### config.mk
export PLATFORM = sky130hd
export DESIGN_NAME = deal_scheduler
export DESIGN_NICKNAME = d
export VERILOG_FILES = /design/src/rtl/deal_scheduler.sv
export SDC_FILE = /design/constraint.sdc
export NUM_CORES = 1
export LEC_CHECK = 0
export ABC_AREA = 1
export BUFFER_PORTS_ARGS = -buffer_cell sky130_fd_sc_hd__buf_4
export CORE_ASPECT_RATIO = 2
export CORE_MARGIN = 2
export CORE_UTILIZATION = 25
export CTS_BUF_LIST = sky130_fd_sc_hd__clkbuf_16
export DETAILED_ROUTE_END_ITERATION = 10
export MAX_ROUTING_LAYER = met4
export SYNTH_ARGS = -nofsm -noshare
export SYNTH_HDL_FRONTEND = slang
export SYNTH_SLANG_ARGS = --single-unit
### constraint.sdc
create_clock -name clk -period 1.5 [get_ports clk]
set_clock_uncertainty 0.2 [all_clocks]
set_input_delay 0.3 -clock clk [delete_from_list [all_inputs] [get_ports clk]]
set_output_delay 0.3 -clock clk [all_outputs]
set_load 0.02 [all_outputs]
### src/rtl/deal_scheduler.sv
// Round sequencer for the blackjack table: debounced-edge KEY presses drive a
// dealer/player deal order and route each card from the shared source to a hand.
module deal_scheduler #(
  parameter int DEALER_STAND = 17,
  parameter int MAX_CARDS    = 5,
  parameter int RANK_W       = 4
) (
  input  logic              clk,
  input  logic              reset,
  input  logic [2:0]        KEY,
  input  logic              card_ack,
  input  logic [RANK_W-1:0] card_rank,
  input  logic [5:0]        player_sum,
  input  logic [5:0]        dealer_sum,
  output logic              card_req,
  output logic [RANK_W-1:0] card_out,
  output logic              player_load,
  output logic              dealer_load,
  output logic              hands_clear,
  output logic [2:0]        phase,
  output logic [2:0]        player_cnt,
  output logic [2:0]        dealer_cnt
);

  localparam logic [5:0] STAND_SUM = 6'(DEALER_STAND);
  localparam logic [2:0] CNT_MAX   = 3'(MAX_CARDS);

  typedef enum logic [3:0] {
    S_IDLE, S_CLEAR, S_REQ, S_LOAD, S_SETTLE, S_PWAIT, S_DCHK, S_OVER
  } state_t;

  // Which card of the round the draw sub-sequence is delivering.
  typedef enum logic [2:0] {
    K_D1, K_D2, K_P1, K_P2, K_PH, K_DH
  } slot_t;

  state_t     st;
  slot_t      slot;
  logic [2:0] ks1, ks2, kprev;
  logic [2:0] press;
  logic       press_hit, press_stand, press_deal;
  logic       to_player;

  assign press       = kprev & ~ks2;
  assign press_hit   = press[0];
  assign press_stand = press[1];
  assign press_deal  = press[2];
  assign to_player   = (slot == K_P1) || (slot == K_P2) || (slot == K_PH);

  always_ff @(posedge clk) begin
    if (!reset) begin
      ks1         <= '1;
      ks2         <= '1;
      kprev       <= '1;
      st          <= S_IDLE;
      slot        <= K_D1;
      card_req    <= 1'b0;
      card_out    <= '0;
      player_load <= 1'b0;
      dealer_load <= 1'b0;
      hands_clear <= 1'b0;
      phase       <= 3'd0;
      player_cnt  <= '0;
      dealer_cnt  <= '0;
    end else begin
      ks1         <= KEY;
      ks2         <= ks1;
      kprev       <= ks2;
      player_load <= 1'b0;
      dealer_load <= 1'b0;
      hands_clear <= 1'b0;

      case (st)
        S_IDLE, S_OVER: begin
          if (press_deal) begin
            st          <= S_CLEAR;
            hands_clear <= 1'b1;
            player_cnt  <= '0;
            dealer_cnt  <= '0;
            phase       <= 3'd1;
          end
        end

        S_CLEAR: begin
          st       <= S_REQ;
          slot     <= K_D1;
          card_req <= 1'b1;
        end

        S_REQ: begin
          if (card_ack) begin
            card_req <= 1'b0;
            card_out <= card_rank;
            st       <= S_LOAD;
            if (to_player) begin
              player_load <= 1'b1;
              if (player_cnt != CNT_MAX) player_cnt <= player_cnt + 3'd1;
            end else begin
              dealer_load <= 1'b1;
              if (dealer_cnt != CNT_MAX) dealer_cnt <= dealer_cnt + 3'd1;
            end
          end
        end

        S_LOAD: st <= S_SETTLE;

        // Sums are valid here; pick the return point for the card just loaded.
        S_SETTLE: begin
          case (slot)
            K_D1: begin slot <= K_D2; st <= S_REQ; card_req <= 1'b1; end
            K_D2: begin slot <= K_P1; st <= S_REQ; card_req <= 1'b1; end
            K_P1: begin slot <= K_P2; st <= S_REQ; card_req <= 1'b1; end
            K_P2: begin
              if (player_sum == 6'd21) begin
                st    <= S_OVER;
                phase <= 3'd4;
              end else begin
                st    <= S_PWAIT;
                phase <= 3'd2;
              end
            end
            K_PH:    st <= S_PWAIT;
            default: st <= S_DCHK;
          endcase
        end

        S_PWAIT: begin
          if (player_sum > 6'd21 || player_cnt == CNT_MAX) begin
            st    <= S_OVER;
            phase <= 3'd4;
          end else if (press_stand) begin
            st    <= S_DCHK;
            phase <= 3'd3;
          end else if (press_hit) begin
            slot     <= K_PH;
            st       <= S_REQ;
            card_req <= 1'b1;
          end
        end

        S_DCHK: begin
          if (dealer_sum < STAND_SUM && dealer_cnt < CNT_MAX) begin
            slot     <= K_DH;
            st       <= S_REQ;
            card_req <= 1'b1;
          end else begin
            st    <= S_OVER;
            phase <= 3'd4;
          end
        end

        default: st <= S_IDLE;
      endcase
    end
  end

endmodule
==> flow_metrics.tcl, run 1 <==
set metrics [dict create \
    rsz0062_at_grt "true" \
    p_leak_nw 1.35 \
    yosys_register_bits 32 \
    synth_warnings 0 \
    place_area_sq_um 2410 \
    ios 39 \
    cp-start-kind "flop" \
    critPathArrivalTime_ns 1.57 \
    htree_num_levels 2 \
    status "finished with violations" \
    grt_max_degree 17 \
    clk_latency_ns 0.28 \
    synth.avg_cell_area_sq_um 6.36 \
    syn_nets 293 \
    dieWidth_microns 62.3 \
    nets 374 \
    internal-power_mw 3.26 \
    grt_pass1_vias 1787 \
    drt_first_pass_iters 4 \
    hold_class "in -> reg" \
    postLayoutCellArea_sq_um 2690 \
    die_h_microns 121 \
    drc_errors 0 \
    track_usage 0.138 \
    hold_slack_ns 0.00812 \
    synth_most_common_cell "nand2_1" \
    p_per_area_nw_per_um2 2060 \
    cts_tree "built" \
    period_needed_ns 1.60 \
    required_ns 1.47 \
    slowest_delay_ns 0.35 \
    critPathBufInv 1 \
    cp_top_family "simple AND/OR/NAND/NOR gates" \
    cts.sinks 32 \
    synthCells 267 \
    grt.overflow.total 0 \
    detailroute.via_count 1850 \
    setup_slack_ns -0.101 \
    dr.first_iter.drc_count 48 \
    path_class "reg -> reg" \
    synth_edf_count 0 \
    synth_ff_type "dfxtp_1" \
    ys_seq_area_frac 0.377 \
    worst_setup_path_end_kind "flop" \
    die_area_sq_um 7510 \
    via_per_inst 4.23 \
    relSlewSlack 0.656 \
    start_util 0.257 \
    comb_power_share 0.558 \
    root_buffer "clkbuf_16" \
    violations "setup timing" \
    synthTopCellsByArea "dfxtp_1, nand2_1, nor2_1, inv_1, nand3_1" \
    max_cap_violations 0 \
    synth_area_leader_cell "dfxtp_1" \
    drive_gt1_frac 0.387 \
    p_sw_frac 0.412 \
    ir_worst_vdd_uv 876 \
    routed_wl_microns 4690 \
    place.port_buffers 38 \
    pwr-share-clk 0.211 \
    synth_top_area_frac 0.377 \
    grt_pass1_wl_microns 7820 \
    antenna_found_initial 0 \
    final-max-slew-violation-count 0 \
    syn-cell-area_sq_um 1700 \
    seqPwrFrac 0.230 \
    tightest_slew_ns 0.515 \
    yosysUniqueCellTypes 22 \
    met1_usage 0.131 \
    finalHoldViolCount 0 \
    p_switching_mw 2.28 \
    crit_path_top_delay_cell "dfxtp_4" \
    busiest_layer "met2" \
    critPathMaxFanout 5 \
    cts.reportedPaths.clkPinSlew_ns 0.06 \
    hpwl_microns 3680 \
    clock_path_buffers 2 \
    finalCritPeriodShare 1.07 \
    diodes 0 \
    setup_viol 22 \
    use_met2 0.248 \
    met3_usage 0.0335 \
    crit_chain "inv_4 -> ha_4 -> nand2_4 -> nand2_4 -> nor2_4 -> nand3_2 -> o21bai_4 -> nand2_1 -> nand2_1 -> nor2_1" \
    synth_commonest_cells "nand2_1, nor2_1, inv_1" \
    syn_to_final_growth_pct 58.4 \
    nFillCells 716 \
    max_freq_mhz 625 \
    gp_congestion 0.891 \
    power_mw 5.54 \
    wl_per_cell_microns 10.7 \
    postRouteAntennaNets 0 \
    cts_buffers 5 \
    synthArstFlopShare 0 \
    row_count 42 \
    core_area_sq_um 6620 \
]
[cells in the final DEF, fill, tap and decap left out, types with 2 or more instances in the layout]
cell type,synthesis,final
inv_4,0,2
clkbuf_16,0,5
nand2_2,3,7
nor2_4,2,7
o21ai_0,6,5
dfxtp_2,0,5
dfxtp_4,0,2
or2_2,7,7
nand3_2,0,4
a21oi_1,7,7
nand2_1,70,63
nor2_2,3,3
nand3_1,21,17
o21ai_1,2,2
nor2_1,56,51
inv_1,35,34
nor3_1,3,2
buf_4,0,74
nand2_4,0,3
ha_1,4,3
nand4_1,2,2
xnor2_1,2,2
dfxtp_1,32,25
inv_2,6,5
[power by group through the flow]
stage	Sequential (mW)	Clock [mW]	Combinational, mW
6_report	1.28	1.17	3.09
5_1_grt	1.30	1.23	3.47
4_1_cts	1.26	1.21	3.04
3_5_place_dp	1.26	0	2.87
3_3_place_gp	1.26	0	2.85
2_1_floorplan	1.41	0	1.59
[metal layers]
metal | vias to the layer above | share of wire
met5 | - | 0
li1 | 979 | -
met1 | 812 | 0.37
met3 | 14 | 0.048
met2 | 45 | 0.54
met4 | 0 | 0.042
[logic make-up (layout without fill, tap and decap cells)]
group,count (synthesis),count (layout),share of synthesized area
and+or+nand+nor,168,168,0.427
buffers and inverters,43,125,0.0950
AOI/OAI and AO/OA,18,18,0.0611
xor gates and xnor gates,2,2,0.0103
adders and majority gates,4,4,0.0295
DFF,32,32,0.377
[layout make-up]
cell class	count	area, sq um	area share
inverters	41	159	0.0590
multi-input cells	192	1020	0.380
repair buffers	76	577	0.214
flip-flops and latches	32	654	0.243
well taps	88	110	0.0409
clock inverters	3	42.5	0.0158
clock buffers	5	125	0.0465
[stage by stage]
stage / cells / setup TNS, ns / setup slack (ns) / utilization
after floorplan: 267 / -0.769 / -0.129 / -
after global placement: 427 / -2.24 / -0.182 / 0.363
after detailed placement: 427 / -2.70 / -0.212 / 0.363
after CTS: 436 / -1.35 / -0.103 / 0.401
after global routing: 437 / -3.33 / -0.198 / 0.406
final: 437 / -1.22 / -0.101 / 0.406
[worst register-to-register path, cell delays in order (launching register included)]
cell	delay [ns]
dfxtp_4	0.35
inv_4	0.04
ha_4	0.15
nand2_4	0.08
nand2_4	0.05
nor2_4	0.11
nand3_2	0.12
o21bai_4	0.19
nand2_1	0.07
nand2_1	0.09
nor2_1	0.04
[registers in the layout, indices dropped and copies added (netlist names)]
signal       cells
player_cnt       3
hands_clear      1
slot             3
ks2              3
kprev            3
card_out         4
phase            3
ks1              3
dealer_cnt       3
card_req         1
dealer_load      1
player_load      1
st               3
[final timing paths]
check / start / endpoint / slack (ns) / cells past startpoint
worst max register to register: player_cnt[1] / st[2] / -0.10 / 10
worst min register to register: ks1[1] / ks2[1] / 0.20 / 1
worst min-delay path: KEY[2] / ks1[2] / 0.008 / 2
worst max-delay path: player_cnt[1] / st[2] / -0.10 / 10
[timing repair]
| action | 4_1_cts | 5_1_grt |
|---|---|---|
| pin swaps | 13 | 2 |
| hold buffers | 1 | 0 |
| endpoints found under the hold margin | 1 | 0 |
| gates resized for setup | 20 | 9 |
| setup buffers | 0 | 1 |
| endpoints found under the setup margin | 22 | 22 |
No activity file was read; power rests on OpenSTA's default activity.
==> run 2: changes to the inputs <==
--- a/config.mk
+++ b/config.mk
@@ -13,6 +13,7 @@
 export CTS_BUF_LIST = sky130_fd_sc_hd__clkbuf_16
 export DETAILED_ROUTE_END_ITERATION = 10
 export MAX_ROUTING_LAYER = met4
+export PLACE_DENSITY_LB_ADDON = 0.05
 export SYNTH_ARGS = -nofsm -noshare
 export SYNTH_HDL_FRONTEND = slang
 export SYNTH_SLANG_ARGS = --single-unit
==> flow_metrics.tcl, run 2 (same netlist as run 1, synthesis figures left out) <==
set metrics [dict create \
    status "finished with violations" \
    violations "setup timing" \
    largest_reg_flops 4 \
    row_count 42 \
    relSlewSlack 0.639 \
    reg2reg_from "st[2]" \
    p_leak_nw 1.46 \
    path_class "reg -> reg" \
    final_common_cell "buf_4" \
    worst_setup_path_end_kind "flop" \
    cts_buffers 5 \
    highest_layer "met4" \
    seqPwrFrac 0.218 \
    ir_worst_vdd_uv 903 \
    pwr-share-clk 0.194 \
    rsz0062_at_grt "true" \
    required_ns 1.52 \
    hold_depth 3 \
    place_area_sq_um 2470 \
    setup_viol 22 \
    cts.sinks 32 \
    whs_endpoint "card_out[2]" \
    dieWidth_microns 62.3 \
    nets 391 \
    clock_path_buffers 2 \
    dr.first_iter.drc_count 55 \
    core_area_sq_um 6620 \
    clk_latency_ns 0.28 \
    syn_to_final_growth_pct 73.4 \
    final-max-slew-violation-count 0 \
    detailroute.via_count 1928 \
    gp_congestion 0.840 \
    power_mw 5.96 \
    postLayoutCellArea_sq_um 2950 \
    period_needed_ns 1.68 \
    grt_pass1_vias 1982 \
    routed_wl_microns 5420 \
    setup_slack_ns -0.182 \
    max_freq_mhz 595 \
    wl_met1_microns 2000 \
    p_sw_frac 0.415 \
    post-route-util 0.445 \
    hp-start "card_rank[2]" \
    slowest_delay_ns 0.38 \
    cp_top_family "simple AND/OR/NAND/NOR gates" \
    cp-start-kind "flop" \
    drc_errors 0 \
    cts.reportedPaths.clkPinSlew_ns 0.05 \
    hpwl_microns 4240 \
    max_cap_violations 0 \
    wl_per_cell_microns 11.9 \
    diodes 0 \
    nFillCells 733 \
    die_area_sq_um 7510 \
    crit_chain "nor3_4 -> buf_6 -> inv_4 -> nor2_4 -> buf_4 -> buf_6 -> o21ai_2 -> nor2_1" \
    internal-power_mw 3.49 \
    start_util 0.257 \
    r2r_end "card_out[2]" \
    postRouteAntennaNets 0 \
    crit_path_top_delay_cell "dfxtp_4" \
    grt_max_degree 17 \
    critPathMaxFanout 5 \
    grt_pass1_wl_microns 9170 \
    route.met2.wl_microns 3020 \
    hold_slack_ns 0.0263 \
    htree_num_levels 2 \
    via_per_inst 4.25 \
    cp_common_cell "buf_6" \
    drt_first_pass_iters 4 \
    worst-r2r-setup-slack_ns -0.18 \
    critPathArrivalTime_ns 1.70 \
    finalCritPeriodShare 1.12 \
    antenna_found_initial 0 \
    met3_length_microns 173 \
    drive_gt1_frac 0.462 \
    p_per_area_nw_per_um2 2020 \
    track_usage 0.165 \
    cts_tree "built" \
    layout_common_cells "buf_4, nand2_1, nor2_1" \
    r2r_cells 8 \
    root_buffer "clkbuf_16" \
    die_h_microns 121 \
    place.port_buffers 38 \
    critPathBufInv 4 \
    tightest_slew_ns 0.541 \
    hold_class "in -> reg" \
    comb_power_share 0.588 \
    finalHoldViolCount 0 \
    grt.overflow.total 0 \
    regMostFlops "card_out" \
    ios 39 \
    p_switching_mw 2.48 \
]
## run 2: cell types whose count changed in the layout (fill, tap and decap cells not counted), sizes merged
cell,delta
buf,+15
clkinv,+1
clkinvlp,-1
dlygate4sd3,+2
## run 2: how the worst max path moves through the flow
stage | from | to | slack (ns) | cells past startpoint
2_1_floorplan | player_cnt[1] | st[0] | -0.13 | 10
3_3_place_gp | st[0] | st[0] | -0.30 | 7
3_5_place_dp | st[0] | st[0] | -0.28 | 7
4_1_cts | player_cnt[1] | st[0] | -0.13 | 10
5_1_grt | st[1] | dealer_cnt[1] | -0.25 | 7
6_report | st[2] | card_out[2] | -0.18 | 8
## run 2: power by group through the flow
| stage | sequential [mW] | clock, mW | combinational (mW) |
|---|---|---|---|
| global route | 1.33 | 1.22 | 3.90 |
| global placement | 1.27 | 0 | 2.97 |
| CTS | 1.29 | 1.19 | 3.22 |
| detailed placement | 1.27 | 0 | 2.97 |
| floorplan | 1.41 | 0 | 1.59 |
| finish | 1.30 | 1.16 | 3.50 |
## run 2: timing repair
item | in CTS | in global routing
setup endpoints to repair | 22 | 22
endpoints found under the hold margin | 3 | 0
hold buffers | 3 | 0
gates cloned | 0 | 0
pin swaps | 15 | 5
gates resized for setup | 35 | 31
setup buffers | 3 | 5
## run 2: layout make-up
class	instances	area, sq um	share of cell area
inverter	41	166	0.0565
timing repair buffer	93	728	0.247
clock buffer	5	125	0.0425
multi-input combinational	192	1120	0.380
sequential	32	658	0.223
clock inverter	3	38.8	0.0132
tap	88	110	0.0374
## run 2: tightest hold or removal path: cells and delay by family
kind | cells | cell delay (ns)
buffers and inverters | 1 | 0.08
AND/OR/NAND/NOR | 2 | 0.09
## run 2: per-stage QoR
step,setup WS [ns],setup TNS [ns],std cells
after global routing,-0.255,-4.55,454
final,-0.182,-2.57,454
after floorplan,-0.129,-0.769,267
after detailed placement,-0.278,-3.93,435
after CTS,-0.128,-1.82,449
after global placement,-0.297,-4.19,435
## run 2: routing by layer
metal | up-vias | GRT usage
li1 | 1011 | -
met1 | 862 | 0.157
met2 | 41 | 0.303
met3 | 14 | 0.0307
met4 | 0 | 0.101
met5 | - | -
